[src/rtl/register_file_sb.sv]
// Scoreboarded register file: combinational reads with optional write-back forwarding,
// plus per-register busy tracking, a registered busy population count and a sticky issue-conflict flag.
module register_file_sb #(
  parameter  int XLEN   = 32,
  parameter  int NREG   = 32,
  parameter  int BYPASS = 1,
  localparam int AW     = $clog2(NREG)
) (
  input  logic            stage_clk,
  input  logic            reset,
  input  logic [AW-1:0]   rs1,
  input  logic [AW-1:0]   rs2,
  output logic [XLEN-1:0] rs1_data,
  output logic [XLEN-1:0] rs2_data,
  output logic            rs1_busy,
  output logic            rs2_busy,
  output logic            stall,
  input  logic            wb_en,
  input  logic [AW-1:0]   wb_rd,
  input  logic [XLEN-1:0] wb_data,
  input  logic            issue_en,
  input  logic [AW-1:0]   issue_rd,
  output logic [AW:0]     busy_count,
  output logic            wr_conflict
);

  logic [XLEN-1:0] x_q [NREG];
  logic [XLEN-1:0] x_d [NREG];
  logic [NREG-1:0] busy_q, busy_d;
  logic [AW:0]     busy_count_q, busy_count_d;
  logic            wr_conflict_q, wr_conflict_d;
  logic            wb_we, issue_we;
  logic            fwd1, fwd2;

  assign wb_we    = wb_en && (wb_rd != '0);
  assign issue_we = issue_en && (issue_rd != '0);
  assign fwd1     = (BYPASS != 0) && wb_we && (wb_rd == rs1);
  assign fwd2     = (BYPASS != 0) && wb_we && (wb_rd == rs2);

  // A forwarded write-back also hides the busy bit, unless an issue re-arms it this same edge.
  always_comb begin
    rs1_data = x_q[rs1];
    rs1_busy = busy_q[rs1];
    if (rs1 == '0) begin
      rs1_data = '0;
      rs1_busy = 1'b0;
    end else if (fwd1) begin
      rs1_data = wb_data;
      if (!(issue_we && (issue_rd == rs1))) rs1_busy = 1'b0;
    end

    rs2_data = x_q[rs2];
    rs2_busy = busy_q[rs2];
    if (rs2 == '0) begin
      rs2_data = '0;
      rs2_busy = 1'b0;
    end else if (fwd2) begin
      rs2_data = wb_data;
      if (!(issue_we && (issue_rd == rs2))) rs2_busy = 1'b0;
    end
  end

  assign stall       = rs1_busy | rs2_busy;
  assign busy_count  = busy_count_q;
  assign wr_conflict = wr_conflict_q;

  // Write-back clears busy first so that a same-edge issue to the same register wins.
  always_comb begin
    for (int i = 0; i < NREG; i++) x_d[i] = x_q[i];
    busy_d = busy_q;
    if (wb_we) begin
      x_d[wb_rd]    = wb_data;
      busy_d[wb_rd] = 1'b0;
    end
    if (issue_we) busy_d[issue_rd] = 1'b1;
    busy_d[0] = 1'b0;

    wr_conflict_d = wr_conflict_q |
                    (issue_we && busy_q[issue_rd] && !(wb_we && (wb_rd == issue_rd)));

    busy_count_d = '0;
    for (int i = 0; i < NREG; i++) busy_count_d = busy_count_d + (AW+1)'(busy_d[i]);
  end

  always_ff @(posedge stage_clk or posedge reset) begin
    if (reset) begin
      for (int i = 0; i < NREG; i++) x_q[i] <= '0;
      busy_q        <= '0;
      busy_count_q  <= '0;
      wr_conflict_q <= 1'b0;
    end else begin
      for (int i = 0; i < NREG; i++) x_q[i] <= x_d[i];
      busy_q        <= busy_d;
      busy_count_q  <= busy_count_d;
      wr_conflict_q <= wr_conflict_d;
    end
  end

endmodule

[config.mk]
export PLATFORM = sky130hd
export DESIGN_NAME = register_file_sb
export DESIGN_NICKNAME = d
export VERILOG_FILES = /design/src/rtl/register_file_sb.sv
export SDC_FILE = /design/constraint.sdc
export NUM_CORES = 2
export LEC_CHECK = 0
export BUFFER_PORTS_ARGS = -buffer_cell sky130_fd_sc_hd__buf_2
export CAP_MARGIN = 5
export CORE_UTILIZATION = 39
export CTS_BUF_LIST = sky130_fd_sc_hd__clkbuf_16
export CTS_CLUSTER_DIAMETER = 150
export DETAILED_ROUTE_END_ITERATION = 12
export PLACE_DENSITY = 0.52
export SLEW_MARGIN = 5
export SYNTH_ARGS = -nofsm -noshare
export SYNTH_HDL_FRONTEND = slang
export SYNTH_SLANG_ARGS = --single-unit
[constraint.sdc]
create_clock -name stage_clk -period 57.7 [get_ports stage_clk]
set_input_delay 14.425 -clock stage_clk [delete_from_list [all_inputs] [get_ports stage_clk]]
set_output_delay 14.425 -clock stage_clk [all_outputs]
set_load 0.1 [all_outputs]
==> results.md <==
* Status: finished, final reports clean
* Largest cells by area after synthesis: dfrtp_1 46%, mux2_2 20%, mux4_2 17%
* Slew @ Worst Pin at 1.23 ns
* Critical path, cell by cell: clkbuf_8 > buf_4 > buf_4 > nand2b_1 > o22ai_1 > nor4_1 > a211oi_1 > nor3_1 > buf_2
* Endpoint, Worst Hold: x_q[993]
* Avg WL per Cell at 35.4 um
* First-pass GRT wire length at 307000 um
* Share of layout cells above drive strength 1 at 46.2%
* Fin area at 64300 sq um
* CTS Buffer Depth at 3
* Total Routing Usage GR at 28.3%
* Reg-to-Reg End: busy_count[4]
* Total Die Area at 151000 sq um
* RSZ-0062 raised after global routing: no
* Top-count cell post-synth: dfrtp_1
* Core region area at 148000 sq um
* DRT Pass-1 Iters at 5
* Vias in the first global route at 39300
* Worst Path Class, Setup: in -> out
* Die W at 389 um
* Post-CTS Hold Buffers at 0
* Row count at 141
* CP peak stage delay at 0.91 ns
* Pwr dens at 39.5 nW/um^2
* Placed cell areas at 60500 sq um
* Worst rel slew slack at 17.7%
* CTS clk-pin slew, worst paths at 0.06 ns
* Synth area leader: dfrtp_1
* EDFF count, synth at 0
* Post-DR vias/cell at 6.44
* Fill count at 13500
* Port-buffer cells at 129
* Hold Fails Final Rpt at 0
* Initial core utilization at 39.4%
* Worst Path Max Fanout at 63
* Final worst-path cycle share at 58.6%
* Critical path arrival at 19.40 ns
* Synth Area per Inst at 14.1 sq um
* Ys Warns at 0
* CTS root buffer: clkbuf_16
* Main flop type after synthesis: dfrtp_1
* FF-to-FF Start: busy_q[24]
* Crit path time final at 33.82 ns
* Die outline height at 389 um
* Initial antenna violation count at 11
* Most used cell along the critical path: buf_4
* Area Growth Syn to Fin at 10.2%
* CTS tree: built
* Setup_tns at 0 ns
* Synth Register Bits at 1062
* GPL Wtd Cong at 0.830
* Top cell type's share of synthesized area at 45.5%
* Leakage at 28.2 nW
* HP Class: reg -> reg
* Routed Antenna Nets at 0
* Hold wc startpoint: x_q[993]
* MaxCap Viol Count at 0
* DP HPWL at 118000 um
* Finish-stage setup viols at 0
* Clk_skew at 0.00742 ns
* # nets final at 4113
* Total number of vias at 39000
* DR iter-0 viols at 3857
* Hold path depth at 0
* Crit end category: output pin
* Final core utilization at 43.4%
* CTS resizes at 0
* Synth cell types at 70
* Mapped cell area at 58300 sq um
* Async S/R FF share, synth at 100%
* Synth Net Count at 4220
* VDD IR max at 118 uV
* Fmax at 29.6 MHz
* Post-Route WL at 214000 um
* Slew Limit Fails at 0
* DRC at 0
* I/O Pins at 130
* Sequential fraction of the synthesis area at 45.5%
* Slowest cell on crit path: buf_4
* Clock sink total at 1062
* Critical Path RT at 43.28 ns
* R2r worst-path depth at 17
* Post CTS Setup Buffer Count at 0
* Htree depth at 3
* Pin count of the biggest net entering global routing at 156
* GRT Residual Overflow at 0
* Skew-Pair Late Insertion Delay at 0.74 ns
* Crit start category: primary input
* TritonCTS buffer count at 120
* Most instantiated cells after synthesis: 1062 x dfrtp_1, 1021 x mux2_2, 428 x mux4_2, 231 x clkbuf_1, 208 x mux2i_1
* FF-to-FF setup slack at 52.50 ns
* Syn Inst Count at 4134
==> routing by layer <==
metal / wire, um / track usage (%) / vias up
met3: 14300 / 4.93 / 367
li1: - / - / 15700
met1: 91600 / 39.3 / 21400
met5: 22 / 0 / -
met2: 101000 / 44.8 / 1486
met4: 7830 / 9.96 / 4
==> how the worst max path moves through the flow <==
stage	cells after the start	from	slack (ns)	endpoint
finish	9	rs1[2]	23.88	rs1_data[2]
global route	9	rs1[2]	23.84	rs1_data[2]
global placement	9	rs1[2]	23.91	rs1_data[2]
detailed placement	9	rs1[2]	23.91	rs1_data[2]
CTS	9	rs1[2]	23.90	rs1_data[2]
floorplan	1	reset	13.38	busy_count[0]
==> flip-flops by register name, indices dropped and copies added (netlist names) <==
| name | cells |
|---|---|
| busy_q | 31 |
| busy_count | 6 |
| x_q | 1024 |
| wr_conflict | 1 |
==> final cells by class <==
cell class / instances / area [sq um] / area share [%]
sequential: 1062 / 26600 / 41.3
antenna: 4 / 10.0 / 0.0156
multi-input combinational: 2571 / 29800 / 46.3
timing repair buffer: 232 / 1530 / 2.38
inverter: 40 / 158 / 0.245
clock inverter: 98 / 806 / 1.25
clock buffer: 121 / 3030 / 4.71
tap: 1930 / 2410 / 3.76
==> power breakdown <==
part           switching (mW)  internal (mW)
Combinational           0.397          0.378
Sequential              0.106          0.895
Clock                   0.329          0.435
Total                   0.832           1.71
==> per-stage QoR <==
stage          setup WS [ns]  cells  hold slack (ns)  power [mW]
6_report               23.88   6058            0.397        2.54
5_1_grt                23.84   6055            0.404        2.67
4_1_cts                23.90   6054            0.397        2.56
3_5_place_dp           23.91   5835            0.384        1.79
3_3_place_gp           23.91   5835            0.376        1.77
2_1_floorplan          13.38   4134            0.441        1.60
==> worst max-delay path, delay by kind of cell <==
kind / cells / cell delay (ns)
buffers and inverters: 4 / 2.72
AND/OR/NAND/NOR: 3 / 1.79
AO/OA/AOI/OAI: 2 / 0.29
==> placed cells by master, fill, tap and decap left out, types with 23 or more instances in the layout <==
| cell | n |
|---|---|
| a211o_1 | 31 |
| a211oi_1 | 55 |
| buf_2 | 122 |
| mux2_2 | 1021 |
| nand2_1 | 29 |
| clkbuf_16 | 121 |
| mux4_2 | 428 |
| nor3_1 | 111 |
| a221o_1 | 35 |
| nor2_1 | 106 |
| clkinv_1 | 33 |
| o21ai_0 | 46 |
| a221oi_1 | 44 |
| buf_4 | 100 |
| dfrtp_1 | 1062 |
| inv_1 | 62 |
| a21oi_1 | 27 |
| mux2i_1 | 208 |
| fa_1 | 23 |
| o22ai_1 | 117 |
==> logic make-up (layout without fill, tap and decap cells) <==
logic type,count (synthesis),after routing,synth area share (%)
simple gates,405,405,3.51
flops,1062,1062,45.5
xor+xnor,28,28,0.420
mux,1678,1678,40.2
compound gates,430,430,5.42
other cells,0,4,0
buf+inv,501,491,3.96
fa+ha+maj,30,30,0.939
Power figures use the tool's default switching activity.
